File: src/rtl/cpu6502_alu_sequencer_pkg.sv
// Shared constants for the 6502 ALU command sequencer: command codes, ALU control codes,
// P bit positions, FSM states and the per-flag update bundle.
package cpu6502_alu_sequencer_pkg;

   localparam logic [7:0] P_RESET_DEFAULT = 8'h34;

   localparam int C_BIT_IN_P = 0;
   localparam int Z_BIT_IN_P = 1;
   localparam int I_BIT_IN_P = 2;
   localparam int D_BIT_IN_P = 3;
   localparam int B_BIT_IN_P = 4;
   localparam int V_BIT_IN_P = 6;
   localparam int N_BIT_IN_P = 7;

   typedef enum logic [3:0] {
      SEQ_OP_ADC    = 4'd0,
      SEQ_OP_SBC    = 4'd1,
      SEQ_OP_AND    = 4'd2,
      SEQ_OP_ORA    = 4'd3,
      SEQ_OP_EOR    = 4'd4,
      SEQ_OP_ASL    = 4'd5,
      SEQ_OP_LSR    = 4'd6,
      SEQ_OP_ROL    = 4'd7,
      SEQ_OP_ROR    = 4'd8,
      SEQ_OP_CMP    = 4'd9,
      SEQ_OP_BIT    = 4'd10,
      SEQ_OP_INC    = 4'd11,
      SEQ_OP_DEC    = 4'd12,
      SEQ_OP_ADD16  = 4'd13,
      SEQ_OP_BRTEST = 4'd14,
      SEQ_OP_RSVD   = 4'd15
   } seq_op_t;

   typedef enum logic [2:0] {
      ALU_OP_ADC = 3'd0,
      ALU_OP_SBC = 3'd1,
      ALU_OP_AND = 3'd2,
      ALU_OP_ORA = 3'd3,
      ALU_OP_EOR = 3'd4,
      ALU_OP_SGL = 3'd5
   } alu_op_t;

   typedef enum logic [2:0] {
      ALU_SOP_ASL    = 3'd0,
      ALU_SOP_LSR    = 3'd1,
      ALU_SOP_ROL    = 3'd2,
      ALU_SOP_ROR    = 3'd3,
      ALU_SOP_TEST_N = 3'd4,
      ALU_SOP_TEST_V = 3'd5,
      ALU_SOP_TEST_C = 3'd6,
      ALU_SOP_TEST_Z = 3'd7
   } alu_sop_t;

   typedef enum logic [1:0] {
      BRSEL_N = 2'd0,
      BRSEL_V = 2'd1,
      BRSEL_C = 2'd2,
      BRSEL_Z = 2'd3
   } br_sel_t;

   typedef enum logic [1:0] {
      ST_IDLE    = 2'd0,
      ST_EXEC_LO = 2'd1,
      ST_EXEC_HI = 2'd2,
      ST_DONE    = 2'd3
   } seq_state_t;

   typedef struct packed {
      logic n;
      logic v;
      logic z;
      logic c;
   } flags_t;

endpackage

File: src/rtl/cpu6502_status_reg.sv
// Processor status register P: whole-register load has priority over per-flag updates,
// bit 5 always reads 1.
module cpu6502_status_reg
   import cpu6502_alu_sequencer_pkg::*;
#(
   parameter logic [7:0] P_RESET = P_RESET_DEFAULT
) (
   input  logic       clk,
   input  logic       reset,
   input  logic       p_load,
   input  logic [7:0] p_load_val,
   input  flags_t     flag_we,
   input  flags_t     flag_val,
   output logic [7:0] status_p
);

   always_ff @(posedge clk) begin
      if (reset) begin
         status_p <= P_RESET | 8'h20;
      end else if (p_load) begin
         status_p <= p_load_val | 8'h20;
      end else begin
         if (flag_we.n) status_p[N_BIT_IN_P] <= flag_val.n;
         if (flag_we.v) status_p[V_BIT_IN_P] <= flag_val.v;
         if (flag_we.z) status_p[Z_BIT_IN_P] <= flag_val.z;
         if (flag_we.c) status_p[C_BIT_IN_P] <= flag_val.c;
      end
   end

endmodule

File: src/rtl/cpu6502_alu_sequencer.sv
// Command-level 6502 ALU controller: one command per handshake, drives the external ALU,
// owns N/V/Z/C. CPU6502_ALU_SEQ_DECIMAL_EN enables decimal ADC/SBC from P.D.
module cpu6502_alu_sequencer
   import cpu6502_alu_sequencer_pkg::*;
#(
   parameter logic [7:0] P_RESET = P_RESET_DEFAULT
) (
   input  logic        clk,
   input  logic        reset,
   input  logic        cmdValid,
   output logic        cmdReady,
   input  logic [3:0]  cmdOp,
   input  logic [7:0]  cmdA,
   input  logic [7:0]  cmdB,
   input  logic [7:0]  cmdAHi,
   input  logic        pLoad,
   input  logic [7:0]  pLoadVal,
   output logic [7:0]  statusP,
   output logic [7:0]  aluOperandA,
   output logic [7:0]  aluOperandB,
   output logic        aluCarryIn,
   output logic        aluOverflowIn,
   output logic [2:0]  aluOperation,
   output logic [2:0]  aluOpExtension,
   output logic        aluDecimalMode,
   input  logic [7:0]  aluResult,
   input  logic        aluCarryOut,
   input  logic        aluZero,
   input  logic        aluNegative,
   input  logic        aluOverflowOut,
   input  logic        aluBranchCondition,
   output logic        rspValid,
   output logic [15:0] rspResult,
   output logic        rspTaken,
   output logic        rspPageCross,
   output logic [1:0]  dbgState
);

   seq_state_t state, state_next;
   seq_op_t    op_q;
   logic [7:0] a_q, b_q, ahi_q, res_lo_q, res_hi_q;
   logic       lo_carry_q, taken_q, page_cross_q, accept, dec_arith;
   flags_t     flag_we, flag_val;

   assign cmdReady     = (state == ST_IDLE) || (state == ST_DONE);
   assign accept       = cmdValid && cmdReady;
   assign rspValid     = (state == ST_DONE);
   assign rspResult    = {res_hi_q, res_lo_q};
   assign rspTaken     = taken_q;
   assign rspPageCross = page_cross_q;
   assign dbgState     = state;

`ifdef CPU6502_ALU_SEQ_DECIMAL_EN
   assign dec_arith = statusP[D_BIT_IN_P];
`else
   assign dec_arith = 1'b0;
`endif

   always_ff @(posedge clk) begin
      if (reset) begin
         state        <= ST_IDLE;
         op_q         <= SEQ_OP_ADC;
         a_q          <= 8'h00;
         b_q          <= 8'h00;
         ahi_q        <= 8'h00;
         res_lo_q     <= 8'h00;
         res_hi_q     <= 8'h00;
         lo_carry_q   <= 1'b0;
         taken_q      <= 1'b0;
         page_cross_q <= 1'b0;
      end else begin
         state <= state_next;
         if (accept) begin
            op_q  <= seq_op_t'(cmdOp);
            a_q   <= cmdA;
            b_q   <= cmdB;
            ahi_q <= cmdAHi;
         end
         if (state == ST_EXEC_LO) begin
            res_lo_q     <= (op_q == SEQ_OP_RSVD) ? 8'h00 : aluResult;
            res_hi_q     <= 8'h00;
            lo_carry_q   <= aluCarryOut;
            taken_q      <= (op_q == SEQ_OP_BRTEST) && (aluBranchCondition == b_q[0]);
            page_cross_q <= (op_q == SEQ_OP_ADD16) && (aluCarryOut ^ b_q[7]);
         end
         if (state == ST_EXEC_HI) res_hi_q <= aluResult;
      end
   end

   always_comb begin
      state_next = state;
      case (state)
         ST_IDLE:    if (accept) state_next = ST_EXEC_LO;
         ST_EXEC_LO: state_next = (op_q == SEQ_OP_ADD16) ? ST_EXEC_HI : ST_DONE;
         ST_EXEC_HI: state_next = ST_DONE;
         ST_DONE:    state_next = accept ? ST_EXEC_LO : ST_IDLE;
         default:    state_next = ST_IDLE;
      endcase
   end

   // ALU control and flag selection; flags are only written from EXEC_LO
   always_comb begin
      aluOperandA    = 8'h00;
      aluOperandB    = 8'h00;
      aluCarryIn     = 1'b0;
      aluOverflowIn  = 1'b0;
      aluOperation   = ALU_OP_ADC;
      aluOpExtension = ALU_SOP_ASL;
      aluDecimalMode = 1'b0;
      flag_we        = '0;
      flag_val       = '{n: aluNegative, v: aluOverflowOut, z: aluZero, c: aluCarryOut};
      if (state == ST_EXEC_HI) begin
         aluOperandA = ahi_q;
         aluOperandB = {8{b_q[7]}};
         aluCarryIn  = lo_carry_q;
      end else if (state == ST_EXEC_LO) begin
         aluOperandA = a_q;
         aluOperandB = b_q;
         case (op_q)
            SEQ_OP_ADC, SEQ_OP_SBC: begin
               aluOperation   = (op_q == SEQ_OP_ADC) ? ALU_OP_ADC : ALU_OP_SBC;
               aluCarryIn     = statusP[C_BIT_IN_P];
               aluOverflowIn  = statusP[V_BIT_IN_P];
               aluDecimalMode = dec_arith;
               flag_we        = '{n: 1'b1, v: 1'b1, z: 1'b1, c: 1'b1};
            end
            SEQ_OP_AND: begin aluOperation = ALU_OP_AND; flag_we = '{n: 1'b1, v: 1'b0, z: 1'b1, c: 1'b0}; end
            SEQ_OP_ORA: begin aluOperation = ALU_OP_ORA; flag_we = '{n: 1'b1, v: 1'b0, z: 1'b1, c: 1'b0}; end
            SEQ_OP_EOR: begin aluOperation = ALU_OP_EOR; flag_we = '{n: 1'b1, v: 1'b0, z: 1'b1, c: 1'b0}; end
            SEQ_OP_ASL, SEQ_OP_LSR, SEQ_OP_ROL, SEQ_OP_ROR: begin
               aluOperation = ALU_OP_SGL;
               aluCarryIn   = statusP[C_BIT_IN_P];
               case (op_q)
                  SEQ_OP_LSR: aluOpExtension = ALU_SOP_LSR;
                  SEQ_OP_ROL: aluOpExtension = ALU_SOP_ROL;
                  SEQ_OP_ROR: aluOpExtension = ALU_SOP_ROR;
                  default:    aluOpExtension = ALU_SOP_ASL;
               endcase
               flag_we = '{n: 1'b1, v: 1'b0, z: 1'b1, c: 1'b1};
            end
            SEQ_OP_CMP: begin
               aluOperation = ALU_OP_SBC;
               aluCarryIn   = 1'b1;
               flag_we      = '{n: 1'b1, v: 1'b0, z: 1'b1, c: 1'b1};
            end
            SEQ_OP_BIT: begin
               aluOperation = ALU_OP_AND;
               flag_val     = '{n: b_q[7], v: b_q[6], z: aluZero, c: aluCarryOut};
               flag_we      = '{n: 1'b1, v: 1'b1, z: 1'b1, c: 1'b0};
            end
            SEQ_OP_INC, SEQ_OP_DEC: begin
               aluOperation = (op_q == SEQ_OP_INC) ? ALU_OP_ADC : ALU_OP_SBC;
               aluOperandB  = 8'h01;
               aluCarryIn   = (op_q == SEQ_OP_DEC);
               flag_we      = '{n: 1'b1, v: 1'b0, z: 1'b1, c: 1'b0};
            end
            SEQ_OP_ADD16: aluOperation = ALU_OP_ADC;
            SEQ_OP_BRTEST: begin
               aluOperandA  = statusP;
               aluOperation = ALU_OP_SGL;
               case (br_sel_t'(b_q[2:1]))
                  BRSEL_N: aluOpExtension = ALU_SOP_TEST_N;
                  BRSEL_V: aluOpExtension = ALU_SOP_TEST_V;
                  BRSEL_C: aluOpExtension = ALU_SOP_TEST_C;
                  default: aluOpExtension = ALU_SOP_TEST_Z;
               endcase
            end
            default: begin
               aluOperandA = 8'h00;
               aluOperandB = 8'h00;
            end
         endcase
      end
   end

   cpu6502_status_reg #(.P_RESET(P_RESET)) u_status_reg (
      .clk        (clk),
      .reset      (reset),
      .p_load     (pLoad),
      .p_load_val (pLoadVal),
      .flag_we    (flag_we),
      .flag_val   (flag_val),
      .status_p   (statusP)
   );

endmodule

File: config.mk
export PLATFORM = sky130hd
export DESIGN_NAME = cpu6502_alu_sequencer
export DESIGN_NICKNAME = d
export VERILOG_FILES = /design/src/rtl/cpu6502_alu_sequencer_pkg.sv /design/src/rtl/cpu6502_status_reg.sv /design/src/rtl/cpu6502_alu_sequencer.sv
export SDC_FILE = /design/constraint.sdc
export NUM_CORES = 1
export LEC_CHECK = 0
export CAP_MARGIN = 20
export CORE_ASPECT_RATIO = 1.25
export CORE_MARGIN = 2
export CORE_UTILIZATION = 44
export DETAILED_ROUTE_END_ITERATION = 8
export PLACE_DENSITY = 0.89
export SYNTH_ARGS = -nofsm -noshare
export SYNTH_HDL_FRONTEND = slang
export SYNTH_SLANG_ARGS = --single-unit
File: constraint.sdc
create_clock -name clk -period 2.18 [get_ports clk]
set_input_delay 0.327 -clock clk [delete_from_list [all_inputs] [get_ports clk]]
set_output_delay 0.327 -clock clk [all_outputs]
set_load 0.01 [all_outputs]
==> metrics.cfg, run 1 <==
[cells_and_area]
final_common_cell = clkdlybuf4s50_1
nNetsFinal = 523
syn_to_final_growth_pct = 50.0
final_cell_mix = clkdlybuf4s50_1 (78), nand2_1 (69), dfxtp_1 (52)
diodes = 0
fin_util_pct = 67.6
drive_gt1_share_pct = 16.3

[timing]
setup_slack_ns = 0.00780
finalHoldViolCount = 0
slew_viol_final = 0
period_share_pct = 99.6
setup_violations = 0
period_needed_ns = 2.17
rsz0062_at_grt = true
max_freq_mhz = 460
fin_tns_setup_ns = 0
clock_skew_ns = 0.0125

[route]
wl_mm = 8.69
drc = 0
first_iter_violations = 213
via_per_inst = 5.34
antenna_left = 0
drtPass1Iterations = 4
vias = 2950
wl_per_cell_microns = 15.7

[job]
maxCapViolations = 0

[global_route]
antenna_found_initial = 0
grt-ovfl-total = 0
grt_max_degree = 29
grt_pass1_wl_mm = 13.7
grtUsageTotal_pct = 25.8
grt_pass1_vias = 2862

[yosys]
netlist_area_sq_mm = 0.00276
ys.flop_type = dfxtp_1
yosys_warnings = 0
ys_seq_area_share_pct = 40.6
async_flop_share_pct = 0
synth_cell_types = 47
netlist_instances = 351
syn_avg_cell_area_sq_um = 7.87
synth-edff-count = 0
synthesis.nets = 408
synth_seq_cells = 56

[worst_setup_path]
cp-end-kind = output port
cp_max_fo = 5
crit_arrival_ns = 1.85
worstPathRequired_ns = 1.85
start_kind = flop
critPathKind = flop to output port

[clock_tree]
cts_max_level = 2
cts.clk_slew.worst_paths_ns = 0.10
cts_buffers = 5
cts_buffer_depth = 2
clock_sinks = 56
ctsHoldBuffers = 0
cts_tree = yes
worstSkewPairLatency_ns = 0.32
cts-root-buf = clkbuf_8

[floorplanning]
num_io_pins = 108
start_util_pct = 45.1
rows = 32
die_h_microns = 92.6
dieArea_sq_mm = 0.00693
core_area_sq_mm = 0.00613
die_width_microns = 74.9

[power_and_ir_drop]
p_leak_nw = 1.72
irDropWorstVdd_mv = 0.677
power_density_mw_per_mm2 = 940

[hold_path]
min_path_type = flop to flop

[place]
dp_worst_setup_slack_ns = -0.104
io_buffer_count = 104
hpwl_mm = 6.40
gp_congestion = 0.896

[outcome]
status = completed

stage by stage:
step	cells	area [sq um]	hold slack, ns	total power, mW
finish	552	4140	0.462	3.90
global route	552	4140	0.482	4.12
CTS	551	4130	0.462	3.83
detailed placement	540	4010	0.448	3.20
global placement	540	4010	0.443	3.15
floorplan	351	2760	0.416	2.35
sequential cells by signal, indices dropped and copies added, names as in the netlist:
name,cells
op_q,4
rspPageCross,1
dbgState,2
ahi_q,8
a_q,8
u_status_reg.status_p,7
lo_carry_q,1
res_hi_q,8
rspTaken,1
res_lo_q,8
b_q,8
cell families after synthesis:
kind of cell	synth area share, %
simple gates	23.2
compound gates	25.1
flops	40.6
buf+inv	5.89
mux	2.22
fa+ha+maj	1.81
xor+xnor	0.951
other cells	0.272
worst max-delay path: stages (launching register included):
cell and delay, ns:
dfxtp_2 0.35, inv_1 0.11, ha_4 0.16, buf_4 0.13
nand2b_4 0.09, a21oi_4 0.19, buf_4 0.15, a21o_1 0.10
dlygate4sd2_1 0.25
worst paths after layout:
path	slack [ns]	depth (start not counted)	endpoint	start
hold / removal	0.46	2	a_q[0]	a_q[0]
setup / recovery	0.008	8	aluOperandB[5]	dbgState[1]
setup reg to reg	0.21	9	u_status_reg.status_p[6]	dbgState[1]
hold reg to reg	0.46	2	a_q[0]	a_q[0]
area by class of cell:
class	count	area, sq um
Fill cell	461	1980
Multi-Input combinational cell	259	1540
Timing Repair Buffer	138	1240
Sequential cell	56	1130
Tap cell	85	106
Clock buffer	6	82.6
Inverter	6	22.5
Clock inverter	2	13.8
synth_stat cells, types with 3 or more instances:
| cell | n | area share (%) |
|---|---|---|
| a21o_1 | 8 | 2.2 |
| mux2i_1 | 5 | 1.8 |
| buf_1 | 5 | 0.68 |
| a211oi_1 | 3 | 0.82 |
| inv_1 | 6 | 0.82 |
| nand2b_1 | 5 | 1.1 |
| clkbuf_1 | 12 | 1.6 |
| ha_1 | 4 | 1.8 |
| nand2_1 | 69 | 9.4 |
| nor2_1 | 28 | 3.8 |
| dfxtp_1 | 56 | 41 |
| a22oi_1 | 10 | 2.7 |
| o21ai_0 | 8 | 1.4 |
| buf_2 | 10 | 1.8 |
| nor2b_1 | 13 | 2.9 |
| a21oi_1 | 48 | 8.7 |
| nand3_1 | 3 | 0.54 |
| o21bai_1 | 3 | 0.82 |
| and2_1 | 3 | 0.68 |
| nor3b_1 | 9 | 2.4 |
| o21a_1 | 3 | 0.82 |
layer usage:
layer  GRT usage [%]  vias to the layer above  wire length [microns]  share of wire (%)
met1            30.9                     1387                   3340                 38
met2            45.5                      118                   4640                 53
li1                -                     1427                      -                  -
met3            3.81                       18                    483                5.6
met5               0                        -                      0                  0
met4            9.38                        0                    225                2.6
what timing repair did:
| item | 4_1_cts | 5_1_grt |
|---|---|---|
| setup endpoints to repair | 25 | 20 |
| pin swaps | 0 | 1 |
| gates resized for setup | 44 | 32 |
| setup buffers | 3 | 1 |
where the power goes:
part,switching (mW),total [mW],internal (mW)
registers,0.138,1.36,1.22
clock network,0.347,0.608,0.261
logic,1.03,1.93,0.898
Power figures use the tool's default switching activity.
==> inputs of run 2 (changes only) <==
--- a/config.mk
+++ b/config.mk
@@ -10,6 +10,7 @@
 export CORE_MARGIN = 2
 export CORE_UTILIZATION = 44
 export DETAILED_ROUTE_END_ITERATION = 8
+export GPL_ROUTABILITY_DRIVEN = 0
 export PLACE_DENSITY = 0.89
 export SYNTH_ARGS = -nofsm -noshare
 export SYNTH_HDL_FRONTEND = slang
==> metrics.cfg, run 2 (same netlist as run 1, synthesis figures left out) <==
[power_and_ir_drop]
p_int_mw = 2.39  ; +0.47%
p_total_mw = 4.01  ; +2.9%
combPwrFrac_pct = 50.8  ; +1.3 points
power_density_mw_per_mm2 = 956  ; +1.7%
swShare_pct = 40.3  ; +1.4 points
p_leak_nw = 1.76  ; +2.0%
switchingPower_mw = 1.62  ; +6.7%
clock_power_share_pct = 14.9  ; -0.7 points
irDropWorstVdd_mv = 0.542  ; -20%
pwr-share-seq_pct = 34.3  ; -0.6 points

[worst_setup_path]
cp_cell_sequence = inv_2 > ha_4 > nand2b_4 > nor2_1 > a32oi_1 > o31ai_1 > clkdlybuf4s15_1
max_stage_delay_ns = 0.39  ; +0.04 ns
critPathKind = flop to output port
cp-end-kind = output port
crit_arrival_ns = 1.81  ; -0.04 ns
start_kind = flop
cp_max_fo = 5  ; unchanged
worstPathRequired_ns = 1.85  ; about the same
slowest_stage = dfxtp_4

[timing]
slew_headroom_pct = 62.2
finalHoldViolCount = 0  ; unchanged
slew_viol_final = 0  ; unchanged
setup_violations = 0  ; unchanged
max_freq_mhz = 468  ; +1.7%
period_needed_ns = 2.14  ; -0.0359 ns
clock_skew_ns = 0.0125  ; -0.0000230 ns
period_share_pct = 98.0  ; -1.6 points
worst_slew_pin_slew_ns = 0.552
hold_ws_ns = 0.458  ; -0.00468 ns

[global_route]
grt_max_degree = 29  ; unchanged
grt-ovfl-total = 0  ; unchanged
grt_pass1_vias = 2979  ; +4.1%
grt_pass1_wl_mm = 14.2  ; +3.5%
grtUsageTotal_pct = 26.5  ; +0.71 points
antenna_found_initial = 0  ; unchanged

[route]
antenna_left = 0  ; unchanged
vias = 3097  ; +5.0%
wl_per_cell_microns = 17.0  ; +8.1%
drtPass1Iterations = 5  ; +1
drc = 0  ; unchanged
wl_mm = 9.44  ; +8.7%
first_iter_violations = 276  ; +30%
via_per_inst = 5.58  ; +4.4%

[place]
io_buffer_count = 104  ; unchanged
placed_area_sq_mm = 0.00400  ; -0.12%
hpwl_mm = 6.46  ; +1.0%
dp.cells = 541  ; +0.19%

[cells_and_area]
final_cells = 555  ; +0.54%
final_common_cell = clkdlybuf4s50_1
final_cell_mix = clkdlybuf4s50_1 (78), nand2_1 (69), dfxtp_1 (51)
nNetsFinal = 526  ; +0.57%
syn_to_final_growth_pct = 51.8
fillers = 466  ; +1.1%
multi_input_area_sq_mm = 0.00157  ; +1.7%
fin_area_sq_mm = 0.00419  ; +1.2%
diodes = 0  ; unchanged
drive_gt1_share_pct = 16.8  ; +0.53 points
regArea_sq_mm = 0.00113  ; +0.33%

[floorplanning]
num_io_pins = 108  ; unchanged
start_util_pct = 45.1  ; unchanged
dieArea_sq_mm = 0.00693  ; unchanged
die_width_microns = 74.9  ; unchanged
rows = 32  ; unchanged
die_h_microns = 92.6  ; unchanged
core_area_sq_mm = 0.00613  ; unchanged

[clock_tree]
ctsHoldBuffers = 0  ; unchanged
cts_buffers = 5  ; unchanged
worstSkewPairLatency_ns = 0.32  ; about the same
clock_sinks = 56  ; unchanged
cts.clk_slew.worst_paths_ns = 0.11  ; about the same
cts_max_level = 2  ; unchanged
cts_buffer_depth = 2  ; unchanged
cts_tree = yes
cts-root-buf = clkbuf_8

[job]
maxCapViolations = 0  ; unchanged

[outcome]
status = completed

[hold_path]
min_path_type = primary input to flop

run 2: through the flow:
stage	util [%]	worst slack, ns	setup TNS (ns)
6_report	68.4	0.0437	0
5_1_grt	68.4	-0.0204	-0.0204
4_1_cts	67.4	-0.170	-0.343
3_5_place_dp	65.3	-0.122	-0.922
3_3_place_gp	65.3	-0.0520	-0.372
2_1_floorplan	-	0.381	0
run 2: worst paths after layout:
| path | from | to | slack [ns] | depth (start not counted) |
|---|---|---|---|---|
| min | reset | rspTaken | 0.46 | 2 |
| max | dbgState[0] | aluCarryIn | 0.04 | 7 |
| max reg2reg | dbgState[1] | b_q[7] | 0.15 | 8 |
| min reg2reg | ahi_q[4] | ahi_q[4] | 0.46 | 2 |
run 2: metal layers:
layer / global-route usage [%] / part of all wire (%) / vias to the layer above / wire length, microns
li1: - / - / 1435 / -
met1: 31.9 / 39 / 1463 / 3660
met2: 44.9 / 52 / 165 / 4870
met3: 4.79 / 6.2 / 34 / 586
met4: 11.8 / 3.5 / 0 / 331
met5: 0 / 0 / - / 0
run 2: final cells by class:
type	count	area share, %
flip-flops and latches	56	27.1
clock inverters	3	0.507
well taps	85	2.54
inverters	6	0.537
repair buffers	141	30.3
multi-input cells	259	37.5
clock buffers	5	1.64
run 2: critical path: cells and delay by family (launching register included):
kind / cells / cell delay (ns)
flops: 1 / 0.39
simple gates: 2 / 0.35
buf+inv: 2 / 0.34
compound gates: 2 / 0.24
fa+ha+maj: 1 / 0.18
run 2: timing repair:
action                                  in CTS  in global routing
resized for setup                           44                 35
pin swaps                                    1                  2
setup buffers                                2                  4
endpoints found under the setup margin      25                 22
run 2: power groups by stage:
stage / Sequential [mW] / Combinational, mW / Clock [mW]
5_1_grt: 1.39 / 2.17 / 0.635
3_5_place_dp: 1.37 / 1.84 / 0
3_3_place_gp: 1.36 / 1.79 / 0
4_1_cts: 1.36 / 1.90 / 0.595
2_1_floorplan: 1.37 / 0.986 / 0
6_report: 1.38 / 2.03 / 0.596
